[src/rtl/spi_pkg.sv]
// spi_pkg: shared widths, state encoding and default response byte for the SPI subordinate
package spi_pkg;
    localparam int SPI_WIDTH = 8;
    localparam logic [SPI_WIDTH-1:0] DEFAULT_TX_BYTE = 8'hFF;
    typedef enum logic [1:0] {IDLE, LOAD, SHIFT} spi_sub_state_t;
endpackage

[src/rtl/spi_edge_sync.sv]
// spi_edge_sync: optional synchronizer chain followed by rise/fall detection
module spi_edge_sync #(
    parameter int   STAGES = 0,
    parameter logic INIT   = 1'b0
) (
    input  logic clk,
    input  logic reset,
    input  logic d,
    output logic rise,
    output logic fall
);
    logic q, q_prev;
    if (STAGES == 0) begin : g_direct
        assign q = d;
    end else begin : g_chain
        logic [STAGES-1:0] chain;
        always_ff @(posedge clk) chain <= reset ? {STAGES{INIT}} : STAGES'({chain, d});
        assign q = chain[STAGES-1];
    end
    always_ff @(posedge clk) q_prev <= reset ? INIT : q;
    assign rise = q & ~q_prev;
    assign fall = ~q & q_prev;
endmodule

[src/rtl/spi_subordinate.sv]
// spi_subordinate: SPI mode-0 endpoint with MSB-first shifting and a one-entry transmit holding register
module spi_subordinate
    import spi_pkg::*;
#(
    parameter int                   SYNC_STAGES = 0,
    parameter logic [SPI_WIDTH-1:0] DEFAULT_TX  = DEFAULT_TX_BYTE
) (
    input  logic                 clk,
    input  logic                 reset,
    input  logic                 sck,
    input  logic                 cs_n,
    input  logic                 mosi,
    output logic                 miso,
    input  logic [SPI_WIDTH-1:0] tx_data,
    input  logic                 tx_valid,
    output logic                 tx_ready,
    output logic [SPI_WIDTH-1:0] rx_data,
    output logic                 rx_valid,
    output logic                 busy,
    output logic                 frame_err,
    output logic                 tx_underrun
);
    spi_sub_state_t       state;
    logic                 sck_rise, sck_fall, cs_rise, cs_fall, mosi_s, wr;
    logic [2:0]           bit_cnt;
    logic [SPI_WIDTH-1:0] tx_shift, rx_shift, hold, load_byte;

    spi_edge_sync #(.STAGES(SYNC_STAGES), .INIT(1'b0)) u_sck (
        .clk(clk), .reset(reset), .d(sck), .rise(sck_rise), .fall(sck_fall));
    spi_edge_sync #(.STAGES(SYNC_STAGES), .INIT(1'b1)) u_cs (
        .clk(clk), .reset(reset), .d(cs_n), .rise(cs_rise), .fall(cs_fall));

    if (SYNC_STAGES == 0) begin : g_mosi_direct
        assign mosi_s = mosi;
    end else begin : g_mosi_sync
        logic [SYNC_STAGES-1:0] mosi_chain;
        always_ff @(posedge clk) mosi_chain <= reset ? '0 : SYNC_STAGES'({mosi_chain, mosi});
        assign mosi_s = mosi_chain[SYNC_STAGES-1];
    end

    assign load_byte = tx_ready ? DEFAULT_TX : hold;
    assign wr        = tx_valid && tx_ready;
    assign miso      = (state != IDLE) && tx_shift[SPI_WIDTH-1];

    always_ff @(posedge clk) begin
        if (reset) begin
            state       <= IDLE;
            tx_shift    <= '0;
            rx_shift    <= '0;
            hold        <= '0;
            bit_cnt     <= '0;
            rx_data     <= '0;
            rx_valid    <= 1'b0;
            tx_ready    <= 1'b1;
            busy        <= 1'b0;
            frame_err   <= 1'b0;
            tx_underrun <= 1'b0;
        end else begin
            rx_valid    <= 1'b0;
            frame_err   <= 1'b0;
            tx_underrun <= 1'b0;
            case (state)
                IDLE: if (cs_fall) begin
                    state <= LOAD;
                    busy  <= 1'b1;
                end
                LOAD: begin
                    state       <= cs_rise ? IDLE : SHIFT;
                    busy        <= !cs_rise;
                    tx_shift    <= load_byte;
                    tx_underrun <= tx_ready;
                    tx_ready    <= 1'b1;
                    bit_cnt     <= '0;
                end
                SHIFT: if (cs_rise) begin
                    state     <= IDLE;
                    busy      <= 1'b0;
                    frame_err <= bit_cnt != 3'd0;
                    bit_cnt   <= '0;
                end else if (sck_rise) begin
                    rx_shift <= {rx_shift[SPI_WIDTH-2:0], mosi_s};
                    bit_cnt  <= bit_cnt + 3'd1;
                    if (bit_cnt == 3'd7) begin
                        rx_data     <= {rx_shift[SPI_WIDTH-2:0], mosi_s};
                        rx_valid    <= 1'b1;
                        tx_shift    <= load_byte;
                        tx_underrun <= tx_ready;
                        tx_ready    <= 1'b1;
                    end
                end else if (sck_fall && bit_cnt != 3'd0) begin
                    tx_shift <= {tx_shift[SPI_WIDTH-2:0], 1'b0};
                end
                default: state <= IDLE;
            endcase
            // a write racing a load lands in the holding register for the following byte
            if (wr) begin
                hold     <= tx_data;
                tx_ready <= 1'b0;
            end
        end
    end
endmodule

[config.mk]
export PLATFORM = sky130hd
export DESIGN_NAME = spi_subordinate
export DESIGN_NICKNAME = d
export VERILOG_FILES = /design/src/rtl/spi_pkg.sv /design/src/rtl/spi_edge_sync.sv /design/src/rtl/spi_subordinate.sv
export SDC_FILE = /design/constraint.sdc
export NUM_CORES = 1
export LEC_CHECK = 0
export CORE_MARGIN = 3
export CORE_UTILIZATION = 53
export DETAILED_ROUTE_END_ITERATION = 8
export MAX_ROUTING_LAYER = met4
export PLACE_DENSITY_LB_ADDON = 0.1
export REMOVE_ABC_BUFFERS = 1
export SLEW_MARGIN = 20
export SYNTH_ARGS = -nofsm -noshare
export SYNTH_HDL_FRONTEND = slang
export SYNTH_SLANG_ARGS = --single-unit
[constraint.sdc]
create_clock -name clk -period 2.3 [get_ports clk]
set_input_delay 0.23 -clock clk [delete_from_list [all_inputs] [get_ports clk]]
set_output_delay 0.23 -clock clk [all_outputs]
set_load 0.02 [all_outputs]
==> impl_metrics.py <==
metrics = {
    "status": {
        "status": "finished, final reports clean",
    },
    "run": {
        "max-cap-violations": 0,
    },
    "worst_setup_path": {
        "crit_path_end": "tx_shift[1]",
        "crit_path_start": "bit_cnt[0]",
        "r2r_setup_slack_ns": 0.15,
        "critical_path_required_ns": 2.49,
        "critPathMaxFanout": 8,
        "critical_path_class": "flip-flop to flip-flop",
        "r2r_cells": 6,
        "r2r_start": "bit_cnt[0]",
        "cp-start-kind": "flip-flop",
        "timing.rr.end": "tx_shift[1]",
        "arrival_ns": 2.34,
        "crit_path_end_kind": "flip-flop",
    },
    "global_routing": {
        "grt_start_max_net_pins": 37,
        "grt_pass1_vias": 1476,
        "grtUsageTotal_pct": 19.38,
        "gr-total-overflow": 0,
        "antenna_found_initial": 0,
        "grt_pass1_wl_mm": 6.437,
    },
    "placement": {
        "placed_cell_area_um2": 2250,
        "io_buffers": 27,
        "dpl.hpwl_mm": 2.624,
        "gp_congestion": 0.8511,
    },
    "floorplan": {
        "start_util_pct": 56.52,
        "io-pin-count": 28,
        "die_h_um": 66.59,
        "num_rows": 21,
        "design.core.area_um2": 3442,
        "fp.dieArea_um2": 4434,
        "die_w_um": 66.59,
    },
    "timing": {
        "finalCritPeriodShare_pct": 93.66,
        "timing.fmax_mhz": 464.2,
        "clock_skew_ns": 0.007351,
        "hold_viol": 0,
        "finalSetupViolCount": 0,
        "timing.slew.headroom_pct": 63.28,
        "worst_pin_slew_ns": 0.5491,
        "setup_tns_ns": 0,
        "rsz0062_at_grt": "false",
        "drv_slew": 0,
        "period_minus_slack_ns": 2.154,
    },
    "cts": {
        "htreeDepth": 2,
        "cts.sinks": 43,
        "clk_path_buf_depth": 2,
        "cts_made_buffers": 5,
        "cts.hold.buffers_added": 0,
        "cts_tree": "yes",
        "post_cts_buffers": 0,
        "cts_resized": 0,
        "cts_root_buffer": "clkbuf_8",
        "clk_pin_slew_worst_paths_ns": 0.08,
        "worstSkewPairLatency_ns": 0.29,
    },
    "synthesis": {
        "syn_inst": 210,
        "synth_area_um2": 1946,
        "avgSynthCellArea_um2": 9.265,
        "synth_edf_count": 0,
        "ys_seq_area_share_pct": 44.24,
        "ys_warn_count": 0,
        "synthArstFlopShare_pct": 0,
        "ys_ff_latch": 43,
        "yosys.cell_types.count": 33,
        "synth_flop_cell": "dfxtp_1",
    },
    "route": {
        "vias": 1499,
        "wire_per_inst_um": 12.70,
        "ant_nets": 0,
        "avgViaCountPerCell": 5.297,
        "first_pass_iters": 4,
        "drt_iter0_markers": 123,
        "routed_wl_mm": 3.595,
        "drc": 0,
    },
    "power": {
        "p_per_area_nw_per_um2": 667.5,
        "p_leak_nw": 1.043,
        "p_total_mw": 1.569,
        "peakVddDrop_v": 0.0004084,
    },
    "layout": {
        "mostFrequentLayoutCell": "dfxtp_1",
        "nets": 257,
        "fillerInstances": 292,
        "layout_common_cells": "dfxtp_1 (43), nor2_1 (29), clkdlybuf4s50_1 (27), nand2_1 (18), mux2i_1 (16)",
        "drive_above_1_share_pct": 12.66,
        "syn2layout_area_growth_pct": 20.77,
        "design_area_um2": 2350,
        "diodes": 0,
    },
    "worst_hold_path": {
        "hold_path_class": "flip-flop to flip-flop",
    },
}
## cell type report
cell class,instances,area [um^2],area share [%]
sequential,43,860.8,36.63
timing repair buffer,32,320.3,13.63
multi-input combinational,148,988.4,42.07
tap,46,57.56,2.449
clock buffer,8,100.1,4.260
inverter,6,22.52,0.9585
## cells in the mapped netlist, types with 4 or more instances
| library cell | count | area share [%] |
|---|---|---|
| dfxtp_1 | 43 | 44 |
| nor2_1 | 29 | 5.6 |
| nand2_1 | 18 | 3.5 |
| mux2i_1 | 16 | 8.2 |
| a21oi_1 | 15 | 3.9 |
| nand3_1 | 11 | 2.8 |
| a211oi_1 | 8 | 3.1 |
| clkbuf_1 | 8 | 1.5 |
| and2b_2 | 7 | 3.2 |
| ha_1 | 7 | 4.5 |
| mux2_4 | 7 | 5.4 |
| nor3_1 | 7 | 1.8 |
| inv_1 | 5 | 0.96 |
| nand4_1 | 4 | 1.3 |
## power breakdown
group	switching [mW]	leakage [nW]	internal (mW)
registers	0.0234	0.350	0.786
clock network	0.237	0.0515	0.274
logic	0.120	0.641	0.128
total	0.380	1.04	1.19
## worst min path at each step
stage                        from         end  depth (start not counted)  slack [ns]
final                     hold[2]     hold[2]                          2        0.46
after global routing      hold[1]     hold[1]                          2        0.49
after CTS                 hold[2]     hold[2]                          2        0.46
after detailed placement  hold[2]     hold[2]                          2        0.45
after global placement    hold[2]     hold[2]                          2        0.45
after floorplan             reset  bit_cnt[0]                          1        0.30
## through the flow
stage	worst slack (ns)	utilization (%)	hold slack [ns]	cells
final	0.1459	68.27	0.4590	283
after global routing	0.06019	68.27	0.4862	283
after CTS	0.1335	68.27	0.4609	283
after detailed placement	0.1474	65.36	0.4503	275
after global placement	0.2408	65.36	0.4481	275
after floorplan	0.3168	-	0.2991	197
## sequential cells by signal (all words and copies together) (netlist names)
| signal | flops |
|---|---|
| bit_cnt | 3 |
| busy | 1 |
| frame_err | 1 |
| hold | 8 |
| rx_data | 8 |
| rx_shift | 7 |
| rx_valid | 1 |
| state | 2 |
| tx_ready | 1 |
| tx_shift | 8 |
| tx_underrun | 1 |
| u_cs.q_prev | 1 |
| u_sck.q_prev | 1 |
## routing by layer
| layer | part of all wire (%) | vias up | track usage (%) |
|---|---|---|---|
| met4 | 1.4 | 0 | 6.599 |
| met1 | 48 | 704 | 22.50 |
| li1 | - | 769 | - |
| met5 | 0 | - | - |
| met3 | 3.0 | 6 | 5.565 |
| met2 | 48 | 20 | 32.05 |
## cells by family after synthesis
logic type	Yosys count	share of synthesized area, %
compound gates	31	10.23
simple gates	87	22.44
mux	23	13.63
buf+inv	19	4.952
fa+ha+maj	7	4.501
flops	43	44.24
## worst max-delay path, cell delays in order (launching register included)
cell	delay, ns
dfxtp_1	0.36
inv_1	0.08
ha_1	0.18
nor2b_1	0.14
or3b_1	0.35
a221o_1	0.56
mux2_4	0.37
No activity file was read; power rests on OpenSTA's default activity.
